## src/rtl/eth_tx_fcs_pad.sv

```systemverilog
// Zero-pads short frames to MIN_WORDS (when ETH_TX_PAD_EN is defined) and appends the CRC-32 FCS as a 4-byte final beat.
// One-cycle registered latency; s_ready follows the output register (!m_valid || m_ready) and is held low while padding or emitting FCS.
module eth_tx_fcs_pad #(
    parameter int MIN_WORDS = 8
) (
    input  logic        clk156,
    input  logic        rst,
    input  logic [63:0] s_data,
    input  logic        s_valid,
    input  logic        s_last,
    output logic        s_ready,
    output logic [63:0] m_data,
    output logic [7:0]  m_keep,
    output logic        m_valid,
    output logic        m_last,
    input  logic        m_ready,
    output logic [31:0] frame_count,
    output logic [31:0] pad_word_count
);

    localparam logic [31:0] CRC_POLY = 32'hEDB88320;
    localparam logic [31:0] CRC_INIT = 32'hFFFFFFFF;

    if (MIN_WORDS < 1 || MIN_WORDS > 15) begin : g_bad_min_words
        $error("MIN_WORDS must be in 1..15");
    end

`ifdef ETH_TX_PAD_EN
    typedef enum logic [1:0] {PASS, PAD, FCS} state_t;
    localparam logic [3:0] MIN_W = 4'(MIN_WORDS);
`else
    typedef enum logic [1:0] {PASS, FCS} state_t;
`endif

    state_t      state;
    logic [31:0] crc;
    logic [31:0] fcs;
    logic        advance;

    // Reflected CRC over eight bytes, byte [63:56] first, each byte LSB first.
    function automatic logic [31:0] crc64(input logic [31:0] c, input logic [63:0] d);
        logic [31:0] r;
        r = c;
        for (int b = 0; b < 8; b++) begin
            for (int k = 0; k < 8; k++) begin
                if (r[0] ^ d[56 - 8*b + k])
                    r = {1'b0, r[31:1]} ^ CRC_POLY;
                else
                    r = {1'b0, r[31:1]};
            end
        end
        return r;
    endfunction

    assign fcs     = ~crc;
    assign advance = !m_valid || m_ready;
    assign s_ready = !rst && (state == PASS) && advance;

`ifdef ETH_TX_PAD_EN
    logic [3:0]  count;
    logic [3:0]  cnt_inc;
    logic        m_pad;
    logic [31:0] pad_cnt;

    assign cnt_inc        = (count == 4'd15) ? 4'd15 : count + 4'd1;
    assign pad_word_count = pad_cnt;
`else
    assign pad_word_count = 32'd0;
`endif

    always_ff @(posedge clk156) begin
        if (rst) begin
            state       <= PASS;
            crc         <= CRC_INIT;
            m_data      <= 64'd0;
            m_keep      <= 8'h00;
            m_valid     <= 1'b0;
            m_last      <= 1'b0;
            frame_count <= 32'd0;
`ifdef ETH_TX_PAD_EN
            count       <= 4'd0;
            m_pad       <= 1'b0;
            pad_cnt     <= 32'd0;
`endif
        end else begin
            if (m_valid && m_ready && m_last)
                frame_count <= frame_count + 32'd1;
`ifdef ETH_TX_PAD_EN
            if (m_valid && m_ready && m_pad)
                pad_cnt <= pad_cnt + 32'd1;
`endif
            case (state)
                PASS: begin
                    if (s_valid && s_ready) begin
                        m_valid <= 1'b1;
                        m_data  <= s_data;
                        m_keep  <= 8'hFF;
                        m_last  <= 1'b0;
                        crc     <= crc64(crc, s_data);
`ifdef ETH_TX_PAD_EN
                        m_pad   <= 1'b0;
                        count   <= cnt_inc;
                        if (s_last)
                            state <= (cnt_inc >= MIN_W) ? FCS : PAD;
`else
                        if (s_last)
                            state <= FCS;
`endif
                    end else if (m_ready) begin
                        m_valid <= 1'b0;
                        m_last  <= 1'b0;
                    end
                end
`ifdef ETH_TX_PAD_EN
                PAD: begin
                    if (advance) begin
                        m_valid <= 1'b1;
                        m_data  <= 64'd0;
                        m_keep  <= 8'hFF;
                        m_last  <= 1'b0;
                        m_pad   <= 1'b1;
                        crc     <= crc64(crc, 64'd0);
                        count   <= cnt_inc;
                        if (cnt_inc >= MIN_W)
                            state <= FCS;
                    end
                end
`endif
                FCS: begin
                    if (advance) begin
                        m_valid <= 1'b1;
                        m_data  <= {fcs[7:0], fcs[15:8], fcs[23:16], fcs[31:24], 32'd0};
                        m_keep  <= 8'hF0;
                        m_last  <= 1'b1;
                        crc     <= CRC_INIT;
                        state   <= PASS;
`ifdef ETH_TX_PAD_EN
                        m_pad   <= 1'b0;
                        count   <= 4'd0;
`endif
                    end
                end
                default: state <= PASS;
            endcase
        end
    end

endmodule
```

## config.mk

```make
export PLATFORM = sky130hd
export DESIGN_NAME = eth_tx_fcs_pad
export DESIGN_NICKNAME = d
export VERILOG_FILES = /design/src/rtl/eth_tx_fcs_pad.sv
export SDC_FILE = /design/constraint.sdc
export NUM_CORES = 1
export LEC_CHECK = 0
export ABC_AREA = 0
export BUFFER_PORTS_ARGS = -buffer_cell sky130_fd_sc_hd__buf_2
export CORE_MARGIN = 2
export CORE_UTILIZATION = 53
export CTS_CLUSTER_DIAMETER = 60
export DETAILED_ROUTE_END_ITERATION = 16
export GPL_TIMING_DRIVEN = 0
export PLACE_DENSITY_LB_ADDON = 0.15
export SYNTH_ARGS = -nofsm -noshare
export SYNTH_HDL_FRONTEND = slang
export SYNTH_SLANG_ARGS = --single-unit
```

## constraint.sdc

```tcl
create_clock -name clk156 -period 7.3 [get_ports clk156]
set_input_delay 1.46 -clock clk156 [delete_from_list [all_inputs] [get_ports clk156]]
set_output_delay 1.46 -clock clk156 [all_outputs]
set_load 0.01 [all_outputs]
```

-- Word level (Yosys, flattened, before mapping)
Index checks and enable logic that the tools add are counted.
- output and inout port bits: 139
- input port bits: 69
- flip-flop bits (word level): 140
- word-level logic and storage cells: 427
- reductions and logical operators: 13
- eq/ne operators: 5
- muxes and demuxes: 272
- bitwise logic cells: 129
- $add $sub $neg: 1
- operators by type and width (kind ; number):
    2-to-1 mux 32 bit ; 255
    inverter 13 -> 14 bit ; 64
    2-to-1 mux 64 bit ; 2
    one-hot mux 64 bit (2 select lines) ; 1
    one-hot mux 32 bit (2 select lines) ; 1
    XOR 1 bit ; 64
    adder 32 x 1 -> 32 bit (second input constant) ; 1
    inverter 32 bit ; 1
    2-to-1 mux 8 bit ; 2
    one-hot mux 8 bit (2 select lines) ; 1
    AND reduction 3 bit ; 3
    2-to-1 mux 2 bit ; 3
    logical AND 1 bit ; 5
    2-to-1 mux 1 bit ; 4
    inequality test 2 bit (second input constant) ; 2
    one-hot mux 1 bit (2 select lines) ; 2
    one-hot mux 2 bit (2 select lines) ; 1
    inequality test 3 x 2 -> 1 bit (second input constant) ; 1
    equality test 2 x 1 -> 1 bit (second input constant) ; 1
    logical NOT 1 bit ; 2
    logical NOT 2 bit ; 1
    inequality test 2 x 1 -> 1 bit (second input constant) ; 1
    nonzero test 2 bit ; 1
    logical OR 1 bit ; 1

-- Longest topological paths before layout
Gate-level depths: netlist of run 1.
- word-level depth: 321
- mapped depth: 17

-- Worst setup path after synthesis of run 1
Ideal clock, no wire load.
- path type: input port to flip-flop
- start point: in s_data[48]
- end point: reg crc[20]
- buffers on the path: 0
- arrival time: 6880 ps
- cell stages on the path: 15
- data required time: 7183 ps
- path slack: 304 ps
- library setup time: 117 ps
- path through: xnor2_1 xnor3_2 xnor3_2 xnor3_2 xnor3_2 xnor2_2 xnor3_2 xnor3_2 xnor3_4 xnor3_2 xnor3_1 xnor2_4 xor2_2 xnor3_1 o22a_1
- cells in the longest elaborated chain, start to end: 248
- elaborated cells between the ends (all ways): 316
- RTL lines (element ; line ; source):
    from (decl) ; 8 ; input logic [63:0] s_data,
    XOR 1 bit * ; 46 ; if (r[0] ^ d[56 - 8*b + k])
    2-to-1 mux 32 bit * ; 46 ;
    2-to-1 mux 32 bit * ; 94 ; if (s_valid && s_ready) begin
    2-to-1 mux 32 bit * ; 92 ; case (state)
    2-to-1 mux 32 bit * ; 72 ; if (rst) begin
    2-to-1 mux 32 bit * ; 46 ;
    2-to-1 mux 32 bit * ; 94 ;
    2-to-1 mux 32 bit * ; 92 ;
    [... 232 more ...] ; - ;
    2-to-1 mux 32 bit * ; 46 ;
    2-to-1 mux 32 bit * ; 94 ;
    2-to-1 mux 32 bit * ; 92 ;
    2-to-1 mux 32 bit * ; 72 ;
    inverter 13 -> 14 bit (no source line) ; - ;
    2-to-1 mux 32 bit * ; 46 ;
    2-to-1 mux 32 bit * ; 94 ;
    one-hot mux 32 bit (2 select lines) * ; 92 ;
    to (signal assigned) ; 99 ; crc <= crc64(crc, s_data);
    to (decl) ; 36 ; logic [31:0] crc;
Mark *: on every way between the ends. The select of a mux whose other input is x is not followed.
A chain may end at the register's enable or synchronous reset.

-- Worst setup path after layout of run 1
- start point: in s_data[61]
- end point: reg crc[6]
- cells in the longest elaborated chain, start to end: 259
- elaborated cells between the ends (all ways): 324
- RTL lines (element ; line):
    XOR 1 bit * ; 46
    2-to-1 mux 32 bit * ; 46
    2-to-1 mux 32 bit * ; 94
    2-to-1 mux 32 bit * ; 92
    2-to-1 mux 32 bit * ; 72
    2-to-1 mux 32 bit * ; 46
    2-to-1 mux 32 bit * ; 94
    2-to-1 mux 32 bit * ; 92
    [... 243 more ...] ; -
    2-to-1 mux 32 bit * ; 72
    2-to-1 mux 32 bit * ; 46
    2-to-1 mux 32 bit * ; 94
    2-to-1 mux 32 bit * ; 92
    2-to-1 mux 32 bit * ; 72
    2-to-1 mux 32 bit * ; 46
    2-to-1 mux 32 bit * ; 94
    one-hot mux 32 bit (2 select lines) * ; 92
Marks and branches as above.

==> results of run 1 <==
[cell families (layout without fill, tap and decap cells)]
logic type / after synthesis / after routing / synth area share
compound gates: 109 / 109 / 0.0505
buf+inv: 120 / 356 / 0.0492
other cells: 1 / 32 / 0.000295
xor+xnor: 550 / 550 / 0.579
mux: 33 / 33 / 0.0260
flops: 133 / 133 / 0.210
fa+ha+maj: 1 / 1 / 0.000985
simple gates: 237 / 237 / 0.0844
[state kept, by name, summed over array words and instances (netlist names)]
| name | flops |
|---|---|
| m_keep | 2 |
| m_last | 1 |
| state | 1 |
| frame_count | 32 |
| m_valid | 1 |
| m_data | 64 |
| crc | 32 |
[worst max-delay path, delay by kind of cell]
kind,cells,cell delay [ns]
buffers and inverters,2,0.40
xor gates and xnor gates,13,5.45
AOI/OAI and AO/OA,1,0.16
and+or+nand+nor,1,0.07
[final cells by class]
class                      instances  area (um2)
inverter                          35         131
tap                              319         399
sequential                       133        2660
multi-input combinational        962        9850
clock buffer                      17         425
timing repair buffer             204        1120
clock inverter                    15         150
fill                            1884        8240
buffer                            85         493
[worst max-delay path by stage]
| stage | from | end | depth (start not counted) |
|---|---|---|---|
| floorplan | s_data[48] | crc[20]$_SDFFE_PP1P_ | 15 |
| global placement | s_data[48] | crc[24]$_SDFFE_PP1P_ | 16 |
| detailed placement | s_data[61] | crc[20]$_SDFFE_PP1P_ | 16 |
| CTS | s_data[60] | crc[20]$_SDFFE_PP1P_ | 16 |
| global route | s_data[61] | crc[24]$_SDFFE_PP1P_ | 16 |
| finish | s_data[61] | crc[6]$_SDFFE_PP1P_ | 17 |
[through the flow]
step                TNS (ns)  utilization  worst slack [ns]  hold WS [ns]
CTS                        0        0.633            0.0286         0.467
global placement      -16.52        0.600            -0.820         0.449
global route          -0.123        0.649           -0.0362         0.479
floorplan                  0            -             0.304         0.489
finish                     0        0.649            0.0697         0.464
detailed placement    -17.92        0.600            -0.841         0.457
[layout by cell type, fill, tap and decap left out, types with 4 or more instances in the layout]
master     count
nor2_1        85
xnor2_2       31
clkbuf_1      39
xnor2_4       19
conb_1        32
inv_8          6
inv_1         35
xnor3_2       30
xor2_1       108
a21oi_1       66
or2_2          8
and3_1         9
xor2_2        12
xor3_1         5
nand4_1        4
clkbuf_16     17
xnor2_1      230
or3_1          6
nand3_1       44
mux2i_1       33
xor3_2         5
dfxtp_1      133
o21ai_0        5
inv_6          7
buf_2        175
a211oi_1      32
nor3_1        13
nand2_1       54
xnor3_1       98
buf_4         66
xor2_4         9
buf_6          4
[timing repair]
action,4_1_cts,5_1_grt
gates cloned,0,0
resized for setup,22,22
pin swaps,5,12
endpoints found under the setup margin,25,18
buffers inserted,6,24
[layer usage]
metal | wire length, um | global-route usage
met3 | 2460 | 0.0554
met5 | 0 | 0
met2 | 16800 | 0.453
met4 | 684 | 0.0784
met1 | 15600 | 0.378
==> metrics.cfg, run 1 <==
[status]
status=completed

[setup_path]
setup.worst_path.class=in -> reg
critPathMaxStageDelay_ns=0.65
worst_setup_path_start_kind=input pin
worst_r2r_path_depth=16
crit_arrival_ns=7.55
crit_path_frequent_cell=xnor3_2
path_cells=buf_2 > xor2_4 > xnor3_2 > xnor3_2 > xnor3_2 > xnor3_4 > xnor2_2 > xnor3_2 > xnor3_1 > xor2_2 > xnor2_4 > xnor3_2 > buf_12 > xnor2_2 > xnor3_1 > o22ai_1 > nand2b_1
slowest_stage=xnor3_4
end_kind=flip-flop
rrSetupSlack_ns=0.65
cp.required_ns=7.62
r2r-start=crc[4]$_SDFFE_PP1P_
path_max_fanout=6
r2r_end=crc[6]$_SDFFE_PP1P_

[logic_synthesis]
syn_inst=1184
synth_area_leaders=dfxtp_1, xnor3_1, xnor2_1
synthArstFlopShare=0
syn_avg_cell_area_um2=10.7
synth_common_cells=xnor2_1, dfxtp_1, xor2_1
yosysTopAreaCell=dfxtp_1
synth-warning-count=0
synth_ff_type=dfxtp_1
seq_area_frac_synth=0.210
yosysMostFrequentCell=xnor2_1
synth_area_um2=12700
yosysUniqueCellTypes=45
yosysTopAreaCellShare=0.210
synth-edff-count=0
ys_seq_elements=133

[layout]
fin_cells=1770
finalInstanceArea_um2=15200
syn_to_final_growth_pct=20.0
drive_above_1_share=0.273
diodes=0
fin_nets=1508

[die]
die_h_um=159
initial_utilization=0.541
die-area_um2=25200
row_count=56
boundaryPins=208
core_area_um2=23500
fp.dieW_um=159

[timing]
max_slew_margin=0.394
hold_viol=0
setup-violations-final=0
tightestPinTransition_ns=0.908
maxSlewViolCount=0
min_period_over_period=0.990
fmax_mhz=138
min_period_ns=7.23
finClkSkew_ns=0.0114

[route]
drtAntennaViolNets=0
wire_per_inst_um=20.1
drtIter0Drc=736
drc=0
firstDrtPassIters=7
drt-vias-per-instance=5.18
drt-total-wl_um=35600
vias=9164

[run]
drv_cap=0

[placement]
numPlacedInstances=1708
dpl_cell_area_um2=14100
gp_congestion=0.917
portBuffers=174
dp_hpwl_um=27700

[clock_network]
clkTransAtPathRegs_ns=0.07
cts.path.max_buffers=2
cts_root_buf=clkbuf_16
cts_tree=yes
holdBufCountCts=0
htree_levels=4
clock-sinks=133
clk_latency_ns=0.44
cts_buffers=17

[global_route]
track_usage=0.278
grt_antenna_before_repair=0
grt_pass1_wl_um=53000
grt-ovfl-total=0
grt_pass1_vias=8853
grt_max_degree=17

[hold_path]
min_to=m_data[30]$_SDFFE_PP0P_
min_from=m_data[30]$_SDFFE_PP0P_
hp-class=reg -> reg
hold_path_depth=2

Power of run 1 is not shown: default switching activity piles up to over one toggle a cycle in this logic, so the estimate is an artifact.
==> run 2, diff against run 1 <==
Settings changed: ABC_AREA 0 to 1, CORE_UTILIZATION 53 to 55.
==> run 2 against run 1 <==
Effect of this change:
- die area grew 23%
- synthesized area grew 28%
- via count grew 100%
- non-clock buffer count shrank 31
- flip-flop and latch count is the same
- cell count grew 96%
- sequential share of layout area shrank 3.0 points
- wire length grew 62%
- clock skew shrank 0.00074 ns
- critical path depth grew 32
- largest cell class unchanged
==> metrics.cfg, run 2 <==
[status]
status=completed

[route]
wire_per_inst_um=16.6
drtIter0Drc=1601
drc=0
drt-vias-per-instance=5.36
drtAntennaViolNets=0
vias=18600
firstDrtPassIters=6
drt-total-wl_um=57600

[timing]
fin_ws_ns=0.566
setup-violations-final=0
min_period_ns=6.73
max_slew_margin=0.419
hold_viol=0
maxSlewViolCount=0
fin_tns_setup_ns=0
fmax_mhz=148
finClkSkew_ns=0.0107
tightestPinTransition_ns=0.871
min_period_over_period=0.922
rsz0062_at_grt=false

[setup_path]
critPathMaxStageDelay_ns=0.27
worst_r2r_path_depth=47
end_kind=flip-flop
cp.required_ns=7.62
rrSetupSlack_ns=1.21
path_max_fanout=10
setup.worst_path.class=in -> reg
crit_path_frequent_cell=nand2_1
startpoint=s_data[59]
worst_setup_path_start_kind=input pin
r2r-start=crc[0]$_SDFFE_PP1P_
r2r_end=crc[19]$_SDFFE_PP1P_
crit_path_end=crc[19]$_SDFFE_PP1P_
slowest_stage=nand2_1
crit_arrival_ns=7.05

[logic_synthesis]
seq_area_frac_synth=0.164
syn_inst=2842
yosysTopAreaCellShare=0.279
synth_area_leaders=nand2_1, dfxtp_1, nand3_1
synth_area_um2=16200
yosysUniqueCellTypes=48
ys_seq_elements=133
synth-edff-count=0
synth_common_cells=nand2_1, nand3_1, inv_1
synth_ff_type=dfxtp_1
yosysTopAreaCell=nand2_1
yosysMostFrequentCell=nand2_1
syn_avg_cell_area_um2=5.71
synth-warning-count=0
synthArstFlopShare=0

[clock_network]
clkTransAtPathRegs_ns=0.06
cts_buffers=17
cts_root_buf=clkbuf_16
cts_tree=yes
clk_latency_ns=0.45
cts.path.max_buffers=2
clock-sinks=133
htree_levels=4

[placement]
portBuffers=175
pre_cts_slack_ns=0.166
dp_hpwl_um=47000
gp_congestion=0.980
numPlacedInstances=3432

[layout]
fin_nets=3137
final_cell_mix=nand2_1, nand3_1, inv_1
diodes=0
drive_above_1_share=0.194
fin_util=0.635
fin_cells=3464
reg_top3=m_data x64, crc x32, frame_count x32
mostFrequentLayoutCell=nand2_1
top_register=m_data
fillCellCount=2855
largest_reg_flops=64
syn_to_final_growth_pct=13.0

[hold_path]
hp-class=reg -> reg

[die]
core_area_um2=28900
row_count=62
fp.dieW_um=176
die-area_um2=30900
initial_utilization=0.562
boundaryPins=208
die_h_um=176

[global_route]
grt_pass1_wl_um=88600
grt-ovfl-total=0
grt_max_degree=17
grt_pass1_vias=16600
track_usage=0.369
grt_antenna_before_repair=0

[run]
drv_cap=0

run 2: cell count changes in the layout (fill, tap and decap cells not counted), moves of 30 or more:
cell / change
inv_1: +231
nand3_1: +285
xor2_1: +40
mux2i_1: -33
inv_2: +52
nand2_4: +54
nand2_1: +1150
xnor2_1: -187
nand2_2: +171
o21ai_0: +49
xnor3_2: -30
xnor3_1: -97
run 2: worst min-delay path by stage:
| stage | endpoint | depth (start not counted) | from | slack, ns |
|---|---|---|---|---|
| 6_report | m_data[30]$_SDFFE_PP0P_ | 2 | m_data[30]$_SDFFE_PP0P_ | 0.46 |
| 4_1_cts | m_data[11]$_SDFFE_PP0P_ | 2 | m_data[11]$_SDFFE_PP0P_ | 0.46 |
| 3_3_place_gp | frame_count[31]$_SDFFE_PP0P_ | 1 | frame_count[31]$_SDFFE_PP0P_ | 0.44 |
| 2_1_floorplan | crc[25]$_SDFFE_PP1P_ | 2 | crc[25]$_SDFFE_PP1P_ | 0.46 |
| 3_5_place_dp | m_data[11]$_SDFFE_PP0P_ | 2 | m_data[11]$_SDFFE_PP0P_ | 0.45 |
| 5_1_grt | m_data[5]$_SDFFE_PP0P_ | 2 | m_data[5]$_SDFFE_PP0P_ | 0.49 |
run 2: through the flow:
step                hold WS [ns]  cell area (um2)
global placement           0.444            17700
detailed placement         0.450            17700
global route               0.485            18300
floorplan                  0.459            16300
finish                     0.460            18300
CTS                        0.460            18300
run 2: worst max-delay path, delay by kind of cell:
kind	cells	cell delay, ns
AND/OR/NAND/NOR	42	4.91
buffers and inverters	7	0.68
run 2: logic make-up after synthesis:
kind of cell,share of synthesized area
AND/OR/NAND/NOR,0.549
flip-flops,0.164
AO/OA/AOI/OAI,0.0584
adder cells (fa/ha/maj),0.000771
buffers and inverters,0.107
other,0.000231
XOR/XNOR,0.120
run 2: per-layer routing:
layer  GRT usage  vias to the layer above  share of wire
met4       0.181                        0          0.048
li1            -                     9246              -
met3      0.0576                      143          0.078
met2       0.612                      793           0.45
met1       0.466                     8369           0.42
met5           0                        -              0
run 2: repair_timing:
item,CTS,global route
setup buffers,0,0
resized for setup,0,1
hold buffers,0,0
endpoints found under the setup margin,0,1
run 2: layout make-up:
class	instances	area, um2	share of cell area
clock inverter	14	200	0.0109
inverter	326	1240	0.0676
buffer	83	503	0.0274
tap	384	480	0.0262
timing repair buffer	175	876	0.0478
clock buffer	18	429	0.0234
sequential	133	2660	0.145
multi-input combinational	2331	11900	0.651
Power of run 2 is left out for the same reason.
